==> src/rtl/ctrl_pipe_regs.sv <==
// Chained control-word pipeline registers with per-stage stall (hold) and flush (bubble).
// Optional CTRL_PIPE_PERF_EN adds a saturating count of edges where the last stage is empty.

module ctrl_pipe_stage #(
  parameter int          W      = 11,
  parameter logic [W-1:0] BUBBLE = '0
) (
  input  logic         clk,
  input  logic         rst,
  input  logic         flush,
  input  logic         hold,
  input  logic         up_hold,
  input  logic         up_valid,
  input  logic [W-1:0] up_ctrl,
  output logic         valid,
  output logic [W-1:0] ctrl
);
  always_ff @(posedge clk) begin
    if (rst || flush) begin
      valid <= 1'b0;
      ctrl  <= BUBBLE;
    end else if (hold) begin
      valid <= valid;
      ctrl  <= ctrl;
    end else if (up_hold) begin
      // upstream is frozen, so nothing moves into this stage
      valid <= 1'b0;
      ctrl  <= BUBBLE;
    end else begin
      valid <= up_valid;
      ctrl  <= up_valid ? up_ctrl : BUBBLE;
    end
  end
endmodule

module ctrl_pipe_regs #(
  parameter int           W      = 11,
  parameter int           STAGES = 3,
  parameter logic [W-1:0] BUBBLE = {W{1'b0}}
) (
  input  logic                  clk,
  input  logic                  rst,
  input  logic [W-1:0]          in_ctrl,
  input  logic                  in_valid,
  input  logic [STAGES-1:0]     stall_vec,
  input  logic [STAGES-1:0]     flush_vec,
  output logic [STAGES*W-1:0]   out_ctrl,
  output logic [STAGES-1:0]     out_valid,
  output logic                  in_ready
`ifdef CTRL_PIPE_PERF_EN
  ,
  output logic [15:0]           bubble_cnt
`endif
);
  logic [STAGES-1:0]        hold;
  logic [STAGES-1:0][W-1:0] ctrl_q;

  // a stall at stage k freezes everything upstream of it as well
  always_comb begin
    hold = '0;
    for (int i = 0; i < STAGES; i++) hold[i] = |(stall_vec >> i);
  end

  assign in_ready = ~hold[0];

  genvar i;
  for (i = 0; i < STAGES; i++) begin : g_stage
    logic         up_hold;
    logic         up_valid;
    logic [W-1:0] up_ctrl;

    if (i == 0) begin : g_head
      assign up_hold  = 1'b0;
      assign up_valid = in_valid;
      assign up_ctrl  = in_ctrl;
    end else begin : g_tail
      assign up_hold  = hold[i-1];
      assign up_valid = out_valid[i-1];
      assign up_ctrl  = ctrl_q[i-1];
    end

    ctrl_pipe_stage #(.W(W), .BUBBLE(BUBBLE)) u_stage (
      .clk      (clk),
      .rst      (rst),
      .flush    (flush_vec[i]),
      .hold     (hold[i]),
      .up_hold  (up_hold),
      .up_valid (up_valid),
      .up_ctrl  (up_ctrl),
      .valid    (out_valid[i]),
      .ctrl     (ctrl_q[i])
    );

    assign out_ctrl[i*W +: W] = ctrl_q[i];
  end

`ifdef CTRL_PIPE_PERF_EN
  always_ff @(posedge clk) begin
    if (rst)
      bubble_cnt <= 16'h0000;
    else if (!out_valid[STAGES-1] && bubble_cnt != 16'hFFFF)
      bubble_cnt <= bubble_cnt + 16'h0001;
  end
`endif
endmodule
==> config.mk <==
export PLATFORM = sky130hd
export DESIGN_NAME = ctrl_pipe_regs
export DESIGN_NICKNAME = d
export VERILOG_FILES = /design/src/rtl/ctrl_pipe_regs.sv
export SDC_FILE = /design/constraint.sdc
export NUM_CORES = 1
export LEC_CHECK = 0
export BUFFER_PORTS_ARGS = -buffer_cell sky130_fd_sc_hd__buf_2
export CORE_ASPECT_RATIO = 1.75
export CORE_MARGIN = 5
export CORE_UTILIZATION = 48
export CTS_CLUSTER_SIZE = 24
export DETAILED_ROUTE_END_ITERATION = 10
export GPL_ROUTABILITY_DRIVEN = 1
export PLACE_DENSITY_LB_ADDON = 0.25
export SETUP_SLACK_MARGIN = 0.2
export SKIP_LAST_GASP = 1
export SLEW_MARGIN = 20
export SYNTH_ARGS = -nofsm -noshare
export SYNTH_HDL_FRONTEND = slang
export SYNTH_SLANG_ARGS = --single-unit
==> constraint.sdc <==
create_clock -name clk -period 2.8 [get_ports clk]
set_input_delay 0.14 -clock clk [delete_from_list [all_inputs] [get_ports clk]]
set_output_delay 0.14 -clock clk [all_outputs]
set_load 0.02 [all_outputs]
==> flow_metrics.env <==
export IMPL_cts_clk_slew_worst_paths_ns=0.07
export IMPL_grt_pass1_vias=1019
export IMPL_required_ns=2.66
export IMPL_crit_path_frequent_cell="buf_2"
export IMPL_ir_drop_uv=443
export IMPL_worst_slack_ns=1.16
export IMPL_die_w_um=48.5
export IMPL_grt_usage_pct=15.6
export IMPL_synthToLayoutAreaGrowth_pct=28.4
export IMPL_relSlewSlack_pct=58.0
export IMPL_syn_cell_area_mm2=0.00124
export IMPL_port_buffers=56
export IMPL_min_path_type="in -> reg"
export IMPL_max_freq_mhz=610
export IMPL_worst_path_buf_inv=3
export IMPL_cts_buffers=5
export IMPL_powerDensity_mw_per_mm2=623
export IMPL_viasPerCell=5.46
export IMPL_slew_violations=0
export IMPL_gp_congestion=0.782
export IMPL_ys_seq_area_share_pct=57.9
export IMPL_nets=191
export IMPL_firstDrtPassIters=4
export IMPL_period_minus_slack_ns=1.64
export IMPL_syn_nets=140
export IMPL_vias=1081
export IMPL_skew_ns=0.00585
export IMPL_timing_hold_ws_ns=0.0269
export IMPL_setup_viol=0
export IMPL_grt_max_degree=15
export IMPL_endpoint_kind="output port"
export IMPL_htreeDepth=2
export IMPL_fin_crit_sh_pct=58.6
export IMPL_drv_cap=0
export IMPL_cpLargestDelayFamily="buffers and inverters"
export IMPL_yosys_warnings=0
export IMPL_fin_tns_setup_ns=0
export IMPL_die_h_um=77.3
export IMPL_cpPeakStageDelay_ns=0.59
export IMPL_ys_ff_latch=36
export IMPL_critPathMaxFanout=14
export IMPL_holdBufCountCts=0
export IMPL_syn_inst=120
export IMPL_rsz0062_at_grt="false"
export IMPL_clk_latency_ns=0.28
export IMPL_cp_start_kind="input pin"
export IMPL_place_ws_ns=1.06
export IMPL_dp_cells=190
export IMPL_worstPathArrival_ns=1.50
export IMPL_dieArea_mm2=0.00375
export IMPL_drc=0
export IMPL_grt_overflow=0
export IMPL_worstHoldStart="flush_vec[2]"
export IMPL_cts_sinks=36
export IMPL_path_cells="buf_2 > or3_1 > inv_1 > buf_2"
export IMPL_clock_root_buffer="clkbuf_8"
export IMPL_cts_tree="done"
export IMPL_antenna_found_initial=0
export IMPL_synth_cell_types=20
export IMPL_drt_wl_total_um=2940
export IMPL_hold_viol_final=0
export IMPL_status="finished clean"
export IMPL_diodes=0
export IMPL_coreArea_mm2=0.00249
export IMPL_post_cts_buffers=0
export IMPL_worstMarginPinSlew_ns=0.627
export IMPL_leakagePower_uw=0.000746
export IMPL_routedWlPerCell_um=14.9
export IMPL_final_util_pct=64.1
export IMPL_io_pins=57
export IMPL_cts_resized=0
export IMPL_cp_slowest_cell="or3_1"
export IMPL_rows=24
export IMPL_synth_avg_cell_area_um2=10.4
export IMPL_clk_path_buf_depth=2
export IMPL_path_class="in -> out"
export IMPL_place_hpwl_um=2220
export IMPL_crit_reg2reg_launch="g_stage[0].u_stage.valid"
export IMPL_drive_above_1_share_pct=38.4
export IMPL_ant_nets=0
export IMPL_critPathLaunch="stall_vec[2]"
export IMPL_grt_first_pass_wirelength_um=4610
export IMPL_fin_cells=198
export IMPL_first_iter_violations=13
export IMPL_start_util_pct=49.9
-- sequential cells by signal (all words and copies together) (netlist names) --
name,flops
g_stage.u_stage.ctrl,33
g_stage.u_stage.valid,3
-- cell usage in the layout, fill, tap and decap left out --
cell	n
nand3_1	11
and2_1	1
a21oi_1	12
nor3_1	1
or3_1	1
inv_1	1
a211oi_1	1
nor4b_4	1
o21ai_0	1
clkinv_2	1
nor3_2	1
a22o_1	22
nand2_1	14
buf_2	56
a22oi_1	1
nor2_1	2
or2_2	1
bufinv_16	1
and3_1	1
clkbuf_1	1
dfxtp_1	36
clkbuf_8	5
-- stage by stage --
stage	power (uW)	cell area, um2
2_1_floorplan	547	1240
3_5_place_dp	566	1480
3_3_place_gp	565	1480
4_1_cts	1000	1590
6_report	994	1600
5_1_grt	1030	1600
-- kinds of logic after synthesis --
group           Yosys count  share of synthesized area (%)
flops                    36                           57.9
simple gates             34                           14.0
compound gates           37                           21.9
buf+inv                  13                           6.14
-- cell type report --
| class | count | area (um2) |
|---|---|---|
| multi-input combinational | 71 | 452 |
| timing repair buffer | 56 | 280 |
| clock inverter | 2 | 35.0 |
| clock buffer | 6 | 72.6 |
| fill | 225 | 896 |
| sequential | 36 | 721 |
| inverter | 1 | 3.75 |
| tap | 26 | 32.5 |
-- synth_stat cells, drive strengths merged --
library cell / count / area [um2]
dfxtp: 36 / 721
a22o: 22 / 193
nand2: 14 / 52.6
a21oi: 12 / 60.1
nand3: 11 / 55.1
buf: 6 / 50.0
clkbuf: 6 / 22.5
nor2: 2 / 7.51
nor3: 2 / 10.0
a211oi: 1 / 7.51
a22oi: 1 / 7.51
and2: 1 / 6.26
and3: 1 / 6.26
inv: 1 / 3.75
nor4b: 1 / 23.8
o21ai: 1 / 5.00
or2: 1 / 6.26
or3: 1 / 6.26
-- power breakdown --
group / leakage (uW) / internal [uW] / total [uW] / switching [uW]
combinational: 0.000401 / 14.9 / 40.5 / 25.6
clock: 0.0000552 / 264 / 439 / 175
sequential: 0.000290 / 513 / 515 / 1.25
-- per-layer routing --
| metal | GRT usage, % | vias to the layer above | share of wire, % |
|---|---|---|---|
| met4 | 8.09 | 0 | 2.1 |
| met1 | 14.8 | 500 | 38 |
| met5 | 0 | - | 0 |
| met3 | 6.70 | 6 | 7.6 |
| met2 | 27.7 | 45 | 53 |
| li1 | - | 530 | - |
-- final timing paths --
check / to / slack, ns / cells after the start
min reg2reg: g_stage[2].u_stage.ctrl[1] / 0.47 / 1
max reg2reg: g_stage[1].u_stage.ctrl[0] / 1.62 / 2
max: in_ready / 1.16 / 4
min: g_stage[2].u_stage.valid / 0.03 / 2
(Power assumes the default switching activity.)
